--- src/rtl/mem_arbiter_dados_pkg.sv ---
// Shared constants and types for the two-port data-memory arbiter.
package mem_arbiter_dados_pkg;
  localparam int DATA_W = 32;
  localparam int ADDR_W = 32;

  localparam logic OWN_M0 = 1'b0;
  localparam logic OWN_M1 = 1'b1;

  typedef enum logic [1:0] {
    UNLOCKED = 2'd0,
    LOCKED0  = 2'd1,
    LOCKED1  = 2'd2
  } lock_state_e;
endpackage

--- src/rtl/mem_arbiter_dados_rr_arbiter2.sv ---
// Two-way round-robin arbiter with an ownership mask; grant is combinational,
// the last-served requester is registered.
module rr_arbiter2
  import mem_arbiter_dados_pkg::*;
(
  input  logic       clk,
  input  logic       rst_n,
  input  logic [1:0] req,
  input  logic       lock_valid,
  input  logic       lock_owner,
  output logic [1:0] gnt
);

  logic last_reg;

  always_comb begin
    gnt = 2'b00;
    if (!rst_n) begin
      gnt = 2'b00;
    end else if (lock_valid) begin
      if (lock_owner == OWN_M1) gnt = {req[1], 1'b0};
      else                      gnt = {1'b0, req[0]};
    end else if (req == 2'b11) begin
      // On conflict, favour whoever was not served last.
      gnt = (last_reg == OWN_M0) ? 2'b10 : 2'b01;
    end else begin
      gnt = req;
    end
  end

  always_ff @(posedge clk or negedge rst_n) begin
    if (!rst_n)       last_reg <= OWN_M1;
    else if (gnt[1])  last_reg <= OWN_M1;
    else if (gnt[0])  last_reg <= OWN_M0;
  end

endmodule

--- src/rtl/mem_arbiter_dados.sv ---
// Arbiter/sequencer sharing the single-port data memory between the CPU (m0)
// and the I/O engine (m1) with a one-cycle req/gnt/rvalid protocol.
module mem_arbiter_dados
  import mem_arbiter_dados_pkg::*;
#(
  parameter int RAM_SIZE = 500,
  parameter int AW       = ADDR_W,
  parameter int DW       = DATA_W
) (
  input  logic          clk,
  input  logic          rst_n,
  input  logic          m0_req,
  input  logic          m0_we,
  input  logic [AW-1:0] m0_addr,
  input  logic [DW-1:0] m0_wdata,
  input  logic          m0_lock,
  output logic          m0_gnt,
  output logic          m0_rvalid,
  output logic [DW-1:0] m0_rdata,
  output logic          m0_err,
  input  logic          m1_req,
  input  logic          m1_we,
  input  logic [AW-1:0] m1_addr,
  input  logic [DW-1:0] m1_wdata,
  input  logic          m1_lock,
  output logic          m1_gnt,
  output logic          m1_rvalid,
  output logic [DW-1:0] m1_rdata,
  output logic          m1_err,
  output logic          mem_we,
  output logic [AW-1:0] mem_addr,
  output logic [DW-1:0] mem_datain,
  input  logic [DW-1:0] mem_dataout
);

  lock_state_e   lock_state_reg;
  logic          mem_we_reg;
  logic [AW-1:0] mem_addr_reg;
  logic [DW-1:0] mem_datain_reg;
  logic          resp_valid_reg;
  logic          resp_owner_reg;
  logic          resp_err_reg;

  logic [1:0]    gnt;
  logic          accept;
  logic          sel;
  logic          sel_we;
  logic [AW-1:0] sel_addr;
  logic [DW-1:0] sel_wdata;
  logic          in_range;

  rr_arbiter2 u_arb (
    .clk        (clk),
    .rst_n      (rst_n),
    .req        ({m1_req, m0_req}),
    .lock_valid (lock_state_reg != UNLOCKED),
    .lock_owner (lock_state_reg == LOCKED1),
    .gnt        (gnt)
  );

  assign m0_gnt    = gnt[0];
  assign m1_gnt    = gnt[1];
  assign accept    = |gnt;
  assign sel       = gnt[1];
  assign sel_we    = sel ? m1_we    : m0_we;
  assign sel_addr  = sel ? m1_addr  : m0_addr;
  assign sel_wdata = sel ? m1_wdata : m0_wdata;
  assign in_range  = sel_addr < AW'(RAM_SIZE);

  always_ff @(posedge clk or negedge rst_n) begin
    if (!rst_n) begin
      lock_state_reg <= UNLOCKED;
      mem_we_reg     <= 1'b0;
      mem_addr_reg   <= '0;
      mem_datain_reg <= '0;
      resp_valid_reg <= 1'b0;
      resp_owner_reg <= OWN_M0;
      resp_err_reg   <= 1'b0;
    end else begin
      resp_valid_reg <= accept;
      if (accept) begin
        mem_addr_reg   <= sel_addr;
        mem_datain_reg <= sel_wdata;
        mem_we_reg     <= sel_we & in_range;
        resp_owner_reg <= sel;
        resp_err_reg   <= ~in_range;
      end else begin
        mem_we_reg     <= 1'b0;
        resp_err_reg   <= 1'b0;
      end
      case (lock_state_reg)
        UNLOCKED: begin
          if (gnt[0] && m0_lock)      lock_state_reg <= LOCKED0;
          else if (gnt[1] && m1_lock) lock_state_reg <= LOCKED1;
        end
        LOCKED0: if (!m0_lock) lock_state_reg <= UNLOCKED;
        LOCKED1: if (!m1_lock) lock_state_reg <= UNLOCKED;
        default: lock_state_reg <= UNLOCKED;
      endcase
    end
  end

  assign mem_we     = mem_we_reg;
  assign mem_addr   = mem_addr_reg;
  assign mem_datain = mem_datain_reg;

  // Memory read data lands at the negedge; it is steered straight through.
  assign m0_rvalid = resp_valid_reg && (resp_owner_reg == OWN_M0);
  assign m1_rvalid = resp_valid_reg && (resp_owner_reg == OWN_M1);
  assign m0_err    = m0_rvalid & resp_err_reg;
  assign m1_err    = m1_rvalid & resp_err_reg;
  assign m0_rdata  = (m0_rvalid && !resp_err_reg) ? mem_dataout : '0;
  assign m1_rdata  = (m1_rvalid && !resp_err_reg) ? mem_dataout : '0;

endmodule

--- config.mk ---
export PLATFORM = sky130hd
export DESIGN_NAME = mem_arbiter_dados
export DESIGN_NICKNAME = d
export VERILOG_FILES = /design/src/rtl/mem_arbiter_dados_pkg.sv /design/src/rtl/mem_arbiter_dados_rr_arbiter2.sv /design/src/rtl/mem_arbiter_dados.sv
export SDC_FILE = /design/constraint.sdc
export NUM_CORES = 1
export LEC_CHECK = 0
export BUFFER_PORTS_ARGS = -buffer_cell sky130_fd_sc_hd__buf_2
export CAP_MARGIN = 40
export CORE_AREA = 2 2 117 119
export CTS_CLUSTER_SIZE = 28
export DETAILED_ROUTE_END_ITERATION = 10
export DIE_AREA = 0 0 119 121
export GPL_ROUTABILITY_DRIVEN = 0
export HOLD_SLACK_MARGIN = 0.08
export MAX_ROUTING_LAYER = met4
export PLACE_DENSITY = 0.65
export SYNTH_ARGS = -nofsm -noshare
export SYNTH_HDL_FRONTEND = slang
export SYNTH_HIERARCHICAL = 1
export SYNTH_SLANG_ARGS = --single-unit
export TNS_END_PERCENT = 5
--- constraint.sdc ---
create_clock -name clk -period 4.4 [get_ports clk]
set_input_delay 0.44 -clock clk [delete_from_list [all_inputs] [get_ports clk]]
set_output_delay 0.44 -clock clk [all_outputs]
set_load 0.01 [all_outputs]
## Yosys cells after proc, flatten, opt, wreduce, memory -nomap -nowiden

Cells that the tools add are included.

- Input bits: 168
- ROM bits: 0
- Bits in registers: 71
- Memories kept: 0
- Latch bits: 0
- Logic and storage cells: 51
- Bits in writable memories: 0

- Div/mod/pow operators: 0
- Mux-type cells: 19
- Bitwise gates (word level): 5
- $mul: 0
- Add/sub/neg operators: 0
- Magnitude comparators: 1
- Shift-type cells: 0
- Eq/ne operators: 6
- Reduce and logical (&&, ||, !) cells: 12

Operator list:

| kind | count |
|---|---|
| 2-to-1 mux 32 bit | 4 |
| < comparator 32 x 9 -> 1 bit (second input constant) | 1 |
| 2-to-1 mux 2 bit | 9 |
| logical AND 1 bit | 6 |
| one-hot mux 2 bit (3 select lines) | 1 |
| 2-to-1 mux 1 bit | 5 |
| equality test 2 bit (second input constant) | 2 |
| inequality test 2 bit (second input constant) | 2 |
| nonzero test 2 bit | 2 |
| bitwise AND 1 bit | 3 |
| inequality test 3 bit (second input constant) | 1 |
| AND reduction 3 bit | 1 |
| equality test 2 x 1 -> 1 bit (second input constant) | 1 |
| logical NOT 2 bit | 1 |
| NOT 1 bit | 2 |
| OR reduction 2 bit | 1 |
| logical NOT 1 bit | 1 |

## Depth between registers and ports, before layout

Gate-level depths: netlist of the first run.

- Depth after elaboration: 8
- Gate-level depth with buffers: 10
- Depth with buffers taken out: 8

## By module

The synthesis of the first run kept the hierarchy.

Modules (own cells, without submodules):

| module | times used | cells an instance | area an instance (um2) |
|---|---|---|---|
| mem_arbiter_dados | 1 | 394 | 3,816.2 |
| rr_arbiter2 | 1 | 10 | 76.3 |

## Least setup slack after synthesis of the first run

No wires, ideal clock.

- Kind: register -> register
- Start: reg lock_state_reg[1]
- End: reg resp_err_reg
- Path slack: 1,951 ps
- Stages on the path, launching flop included: 10
- Arrival: 2,330 ps
- Buffers on the path: 1
- Cells stage by stage: dfrtp_1 or2_2 inv_1 o211ai_1 a31oi_1 buf_6 or4b_1 o22ai_1 o2111ai_1 o21a_1

- Longest elaborated chain between the ends: 8
- Elaborated cells between the ends (all ways): 10
- Those cells by class: order compare: 1; eq/ne: 1; mux: 5; bitwise: 1; reduce/logical: 2

RTL lines:

| item | line | RTL |
|---|---|---|
| start: declaration | mem_arbiter_dados.sv:36 | `lock_state_e lock_state_reg;` |
| start signal: assignment | mem_arbiter_dados.sv:72 | `lock_state_reg <= UNLOCKED;` |
| start signal: assignment | mem_arbiter_dados.sv:93 | `if (gnt[0] && m0_lock) lock_state_reg <= LOCKED0;` |
| start signal: assignment | mem_arbiter_dados.sv:94 | `else if (gnt[1] && m1_lock) lock_state_reg <= LOCKED1;` |
| equality test 2 bit | mem_arbiter_dados.sv:57 | `.lock_owner (lock_state_reg == LOCKED1),` |
| 2-to-1 mux 2 bit | mem_arbiter_dados_rr_arbiter2.sv:21 | `if (lock_owner == OWN_M1) gnt = {req[1], 1'b0};` |
| 2-to-1 mux 2 bit (*) | mem_arbiter_dados_rr_arbiter2.sv:20 | `end else if (lock_valid) begin` |
| 2-to-1 mux 2 bit (*) | mem_arbiter_dados_rr_arbiter2.sv:18 | `if (!rst_n) begin` |
| net m1_gnt | mem_arbiter_dados.sv:26 | `output logic m1_gnt,` |
| 2-to-1 mux 32 bit | mem_arbiter_dados.sv:66 | `assign sel_addr = sel ? m1_addr : m0_addr;` |
| < comparator 32 x 9 -> 1 bit | mem_arbiter_dados.sv:68 | `assign in_range = sel_addr < AW'(RAM_SIZE);` |
| NOT 1 bit | mem_arbiter_dados.sv:86 | `resp_err_reg <= ~in_range;` |
| 2-to-1 mux 1 bit (*) | mem_arbiter_dados.sv:81 | `if (accept) begin` |
| end signal: assignment | mem_arbiter_dados.sv:86 |  |
| end: declaration | mem_arbiter_dados.sv:42 | `logic resp_err_reg;` |

Mark *: on every way through the listed nets, which the timed path passes. The rest lies on a longest branch.
A chain may end at the register's enable or synchronous reset.

## Worst setup path in the final report of the first run

- Start: reg lock_state_reg[1]
- End: reg resp_err_reg

- Longest elaborated chain between the ends: 8
- Elaborated cells between the ends (all ways): 10
- Those cells by class: order compare: 1; eq/ne: 1; mux: 5; bitwise: 1; reduce/logical: 2

RTL lines:

| item | line |
|---|---|
| equality test 2 bit | mem_arbiter_dados.sv:57 |
| 2-to-1 mux 2 bit | mem_arbiter_dados_rr_arbiter2.sv:21 |
| 2-to-1 mux 2 bit (*) | mem_arbiter_dados_rr_arbiter2.sv:20 |
| 2-to-1 mux 2 bit (*) | mem_arbiter_dados_rr_arbiter2.sv:18 |
| 2-to-1 mux 32 bit | mem_arbiter_dados.sv:66 |
| < comparator 32 x 9 -> 1 bit | mem_arbiter_dados.sv:68 |
| NOT 1 bit | mem_arbiter_dados.sv:86 |
| 2-to-1 mux 1 bit (*) | mem_arbiter_dados.sv:81 |

Every way passes the cells marked *; elsewhere a longest branch is shown, timed or not.

==> impl_results.md, run 1 <==
* Status: finished clean
* Post-Syn Area per Cell at 9.635 um2
* Worst Path Max Fanout at 52
* Total area of sequential cells at 0.001778 mm2
* WL per Instance at 15.69 um
* Post-CTS Hold Buffers at 0
* Tcrit/Tclk final at 70.03%
* Layout cell share with drive strength beyond 1 at 48.86%
* R2r startpoint: lock_state_reg[1]
* DRT iter0 DRCs at 157
* Core area at 0.01309 mm2
* Multi-input gate area at 0.002002 mm2
* CTS tree: built
* Worst Reg-to-Reg Cells at 9
* Final Hold Vio Count at 0
* Max Clock Skew at 3.745 ps
* Post-DR vias/cell at 4.601
* Starting density of the core at 29.75%
* Async set-reset flop share out of synthesis at 100.0%
* Clock root buffer: clkbuf_16
* Worst skew pair latency at 320 ps
* Most frequent cells in the layout: 301 x buf_2, 70 x dfrtp_1, 66 x and2_1
* Setup TNS at 0 ps
* Distinct cells, synth at 35
* Fin nets at 865
* Register bit count reported by yosys at 71
* # Post-CTS Setup Buffers at 0
* Rows at 42
* Worst-path cell chain: or2_2 > inv_1 > o211ai_1 > a31oi_4 > buf_4 > or4b_1 > o22ai_1 > nand4_1 > o21a_1
* Hpwl dp at 11,190 um
* Max Transition Viols Final at 0
* Mapped Area at 0.003892 mm2
* CTS max path bufs at 2
* Fill cell instance count of the final layout at 1,286
* Final Instance Area at 0.005937 mm2
* Via count at 4,058
* Syn Inst Count at 404
* Area of the die at 0.01440 mm2
* Leak at 3.028 nW
* Most common cell after layout, fill and taps aside: buf_2
* Syn. warnings at 6
* Ys flop type: dfrtp_1
* Die height at 121 um
* Worst Setup End Kind: flop
* Initial antenna violation count at 4
* Fmax at 324.5 MHz
* Placed Area at 0.005602 mm2
* # IOs at 303
* Worst path slowest cell: a31oi_4
* First-pass GRT wire length at 21,210 um
* Tightest Pin Transition at 622.2 ps
* Drt first pass iters at 4
* Final WL at 13,840 um
* Die X at 119 um
* Pwr/cell area at 431.1 mW/mm2
* Max Cap Viol at 0
* Slew margin rel. at 58.52%
* CP arrival at 3290 ps
* Seq/Total Area, Yosys at 45.68%
* Clk sinks at 71
* R2R Path End: resp_err_reg
* Largest net degree at the start of global routing at 68
* Max VDD drop at 0.2028 mV
* HP Class: in -> async
* R2R Setup Slk at 1320 ps
* CP peak stage delay at 540 ps
* Max H-tree Level at 3
* Port Buffer Count at 302
* Startpoint types: flop
* Worst path required time at 4610 ps
* EDFF count, synth at 0
* Critical path type: reg -> reg
* CP Capture Point: resp_err_reg
* DRC at 0
* Vias in the first global route at 3,950
* RSZ-0062 raised after global routing: false
* Min cycle time layout at 3081 ps
* Gr usage total at 19.46%
* Area growth from synthesis to layout at 52.52%
* Synthesized net count at 572
* CTS buffer count at 9
* Grt total ovfl at 0
* Clock-pin slew on the worst setup and hold paths at 60 ps
* Antenna viol nets, final at 0
* Worst Setup SP: lock_state_reg[1]
* Final setup vio count at 0
* Post-CTS Resized at 0
-- metal layers --
metal	part of all wire (%)	global-route usage (%)	vias up
met5	0	-	-
met4	2.3	6.994	0
li1	-	-	1984
met2	51	32.94	187
met3	6.6	4.041	15
met1	40	23.03	1872
-- critical path: cells and delay by family, from the launching register on --
| family | cells | cell delay (ps) |
|---|---|---|
| AO/OA/AOI/OAI | 4 | 1010 |
| AND/OR/NAND/NOR | 3 | 930 |
| buffers and inverters | 2 | 630 |
| flip-flops | 1 | 390 |
-- how the worst min path moves through the flow --
stage | to | slack [ps] | cells after the start
CTS | mem_addr[16] | 230 | 2
global route | mem_addr[13] | 250 | 2
global placement | lock_state_reg[0] | 460 | 1
finish | mem_addr[16] | 210 | 2
detailed placement | lock_state_reg[0] | 470 | 1
floorplan | lock_state_reg[0] | 140 | 0
-- power breakdown --
part / leakage [nW] / internal (mW) / switching, mW / total [mW]
sequential: 0.862 / 0.840 / 0.106 / 0.945
clock: 0.160 / 0.527 / 0.264 / 0.791
combinational: 2.01 / 0.383 / 0.440 / 0.823
total: 3.03 / 1.75 / 0.810 / 2.56
-- synthesized netlist by cell type (all sizes together), types with 2 or more instances --
cell / count / area share, %
dfrtp: 70 / 45
nor2b: 4 / 0.64
buf: 14 / 1.9
and2: 66 / 11
o22ai: 5 / 0.80
nand4: 2 / 0.32
clkbuf: 15 / 1.4
nand2: 61 / 5.9
inv: 2 / 0.19
o21ai: 60 / 7.7
nor2: 3 / 0.29
a21oi: 3 / 0.39
o2111ai: 2 / 0.45
mux2: 12 / 3.5
or4b: 5 / 1.3
or4: 5 / 0.96
mux2i: 58 / 15
or2: 2 / 0.32
nor3b: 2 / 0.39
-- logic make-up after synthesis --
logic type             after synthesis  synth area share (%)
AOI/OAI and AO/OA                   75                 10.35
buffers and inverters               31                 3.568
DFF                                 71                 45.68
muxes                               70                 18.39
and+or+nand+nor                    157                 22.02
-- stage by stage --
stage                     std cells  power [mW]  utilization [%]  worst slack, ps  hold WS [ps]
after CTS                       878       2.599            45.30             1326         226.2
after floorplan                 404       1.369                -             1951         144.4
after global routing            882       2.734            45.37             1076         247.7
after detailed placement        862       1.790            42.81             1329         471.2
after global placement          862       1.776            42.81             1356         455.5
final                           882       2.560            45.37             1319         209.9
-- cell type report --
type                       count  share of cell area [%]
antenna                        4                  0.1686
clock buffer                  13                   4.384
clock inverter                 3                   1.096
inverter                       2                  0.1264
multi-input combinational    302                   33.72
sequential                    71                   29.95
tap                          176                   3.709
timing repair buffer         311                   26.85
No activity file was read; power rests on OpenSTA's default activity.
==> run 2, diff against run 1 <==
--- a/config.mk
+++ b/config.mk
@@ -14,7 +14,7 @@
 export GPL_ROUTABILITY_DRIVEN = 0
 export HOLD_SLACK_MARGIN = 0.08
 export MAX_ROUTING_LAYER = met4
-export PLACE_DENSITY = 0.65
+export PLACE_DENSITY = 0.67
 export SYNTH_ARGS = -nofsm -noshare
 export SYNTH_HDL_FRONTEND = slang
 export SYNTH_HIERARCHICAL = 1
==> constraint.sdc (replaced) <==
create_clock -name clk -period 2.5 [get_ports clk]
set_input_delay 0.25 -clock clk [delete_from_list [all_inputs] [get_ports clk]]
set_output_delay 0.25 -clock clk [all_outputs]
set_load 0.01 [all_outputs]
==> impl_results.md, run 2 (synthesis results as in run 1) <==
* Topmost layer with routed signal wires: met4
* Layout Utilization at 46.08%
* Clock root buffer: clkbuf_16
* Post-DR vias/cell at 4.599
* Slew margin rel. at 70.12%
* Rows at 42
* Area of the die at 0.01440 mm2
* Grt total ovfl at 0
* Most frequent cells in the layout: 301 x buf_2, 70 x dfrtp_1, 66 x and2_1
* Final setup vio count at 0
* Proportion of power drawn by the clock network at 30.8%
* Worst setup margin at 23.49 ps
* Worst-path cell chain: or2_2 > inv_2 > o211ai_1 > a31oi_4 > or4b_1 > o22ai_1 > o2111ai_2 > o21a_1
* Max Clock Skew at 5.296 ps
* Max Cap Viol at 0
* Port Buffer Count at 302
* DRC at 0
* Area growth from synthesis to layout at 54.90%
* Starting density of the core at 29.75%
* Total Power at 4.534 mW
* Internal Dissipation at 3.097 mW
* Max VDD drop at 0.3123 mV
* Die height at 121 um
* Setup WS pre-CTS at 19.13 ps
* Final Hold Vio Count at 0
* Worst Setup End Kind: flop
* Max H-tree Level at 3
* Antenna viol nets, final at 0
* Largest net degree at the start of global routing at 51
* DRT iter0 DRCs at 157
* Metal-1 WL at 5578 um
* Vias in the first global route at 3,966
* # Post-CTS Setup Buffers at 0
* Worst skew pair latency at 320 ps
* CTS max path bufs at 2
* Leak at 3.065 nW
* Cells after DPL at 865
* Worst path slowest cell: or4b_1
* HP Class: in -> reg
* Final WL at 13,900 um
* Die X at 119 um
* Final Instance Area at 0.006030 mm2
* Startpoint types: flop
* CP arrival at 2690 ps
* Via count at 4,070
* Hpwl dp at 11,260 um
* # IOs at 303
* Detail Route met3 WL at 865 um
* Clock-pin slew on the worst setup and hold paths at 60 ps
* Layout cell share with drive strength beyond 1 at 49.50%
* First-pass GRT wire length at 21,180 um
* Core area at 0.01309 mm2
* Drt first pass iters at 4
* Status: finished clean
* Placed Area at 0.005657 mm2
* Worst path required time at 2710 ps
* Setup TNS at 0 ps
* Sw frac at 31.69%
* Critical path type: reg -> reg
* Tightest Pin Transition at 444.1 ps
* Most common cell after layout, fill and taps aside: buf_2
* Clk sinks at 71
* Gr usage total at 19.55%
* Max Transition Viols Final at 0
* Fin nets at 870
* Tcrit/Tclk final at 99.06%
* Fmax at 403.8 MHz
* Pwr/cell area at 751.9 mW/mm2
* CP peak stage delay at 460 ps
* Min cycle time layout at 2477 ps
* WL per Instance at 15.70 um
* Non-Filler Instances at 885
* Initial antenna violation count at 2
* CTS buffer count at 9
* Seq pwr share at 36.6%
* CTS tree: built
* Worst Path Max Fanout at 6
* Reported net switching power at 1.437 mW
* Final hold slack at 130.1 ps
* Combinational power share at 32.6%
* RSZ-0062 raised after global routing: true
* Met2 WL at 7174 um
==> run 2: changes by cell type in the layout (fill, tap and decap cells not counted), sizes merged <==
| cell | previous run | this run |
|---|---|---|
| dlygate4sd3 | 0 | 1 |
| buf | 311 | 314 |
| diode | 4 | 2 |
| a31oi | 1 | 2 |
==> run 2: power by group through the flow <==
stage / clock network, mW / registers, mW / logic, mW
global route: 1.49 / 1.70 / 1.63
detailed placement: 0 / 1.66 / 1.49
CTS: 1.44 / 1.66 / 1.49
global placement: 0 / 1.66 / 1.46
finish: 1.40 / 1.66 / 1.48
floorplan: 0 / 1.81 / 0.602
==> run 2: worst paths after layout <==
kind	to	cells past startpoint	startpoint	slack [ps]
max	resp_err_reg	8	lock_state_reg[1]	20
min	mem_datain[4]	3	m1_wdata[4]	130
max in group asynchronous	mem_datain[23]	4	rst_n	1390
max reg2reg	resp_err_reg	8	lock_state_reg[1]	20
min in group asynchronous	lock_state_reg[1]	2	rst_n	270
min reg2reg	lock_state_reg[0]	1	lock_state_reg[1]	470
==> run 2: cell type report <==
cell class	count	area, um2
inverters	2	7.507
well taps	176	220.2
clock inverters	3	65.06
flip-flops and latches	71	1778
fillers	1296	7056
repair buffers	315	1667
diodes	2	5.005
multi-input cells	303	2027
clock buffers	13	260.3
==> run 2: layer usage <==
layer / GRT usage, % / vias to the layer above
li1: - / 1999
met1: 21.81 / 1869
met2: 34.81 / 187
met3: 4.135 / 15
met4: 6.696 / 0
met5: - / -
==> run 2: critical path: cells and delay by family, from the launching register on <==
kind,cells,cell delay (ps)
simple gates,2,800
compound gates,5,1050
flops,1,390
buf+inv,1,110
==> run 2: repair_timing <==
item	in CTS	in global routing
resized for setup	2	3
pin swaps	1	2
hold endpoints to repair	29	0
endpoints found under the setup margin	1	4
gates cloned	1	0
hold buffers	1	0
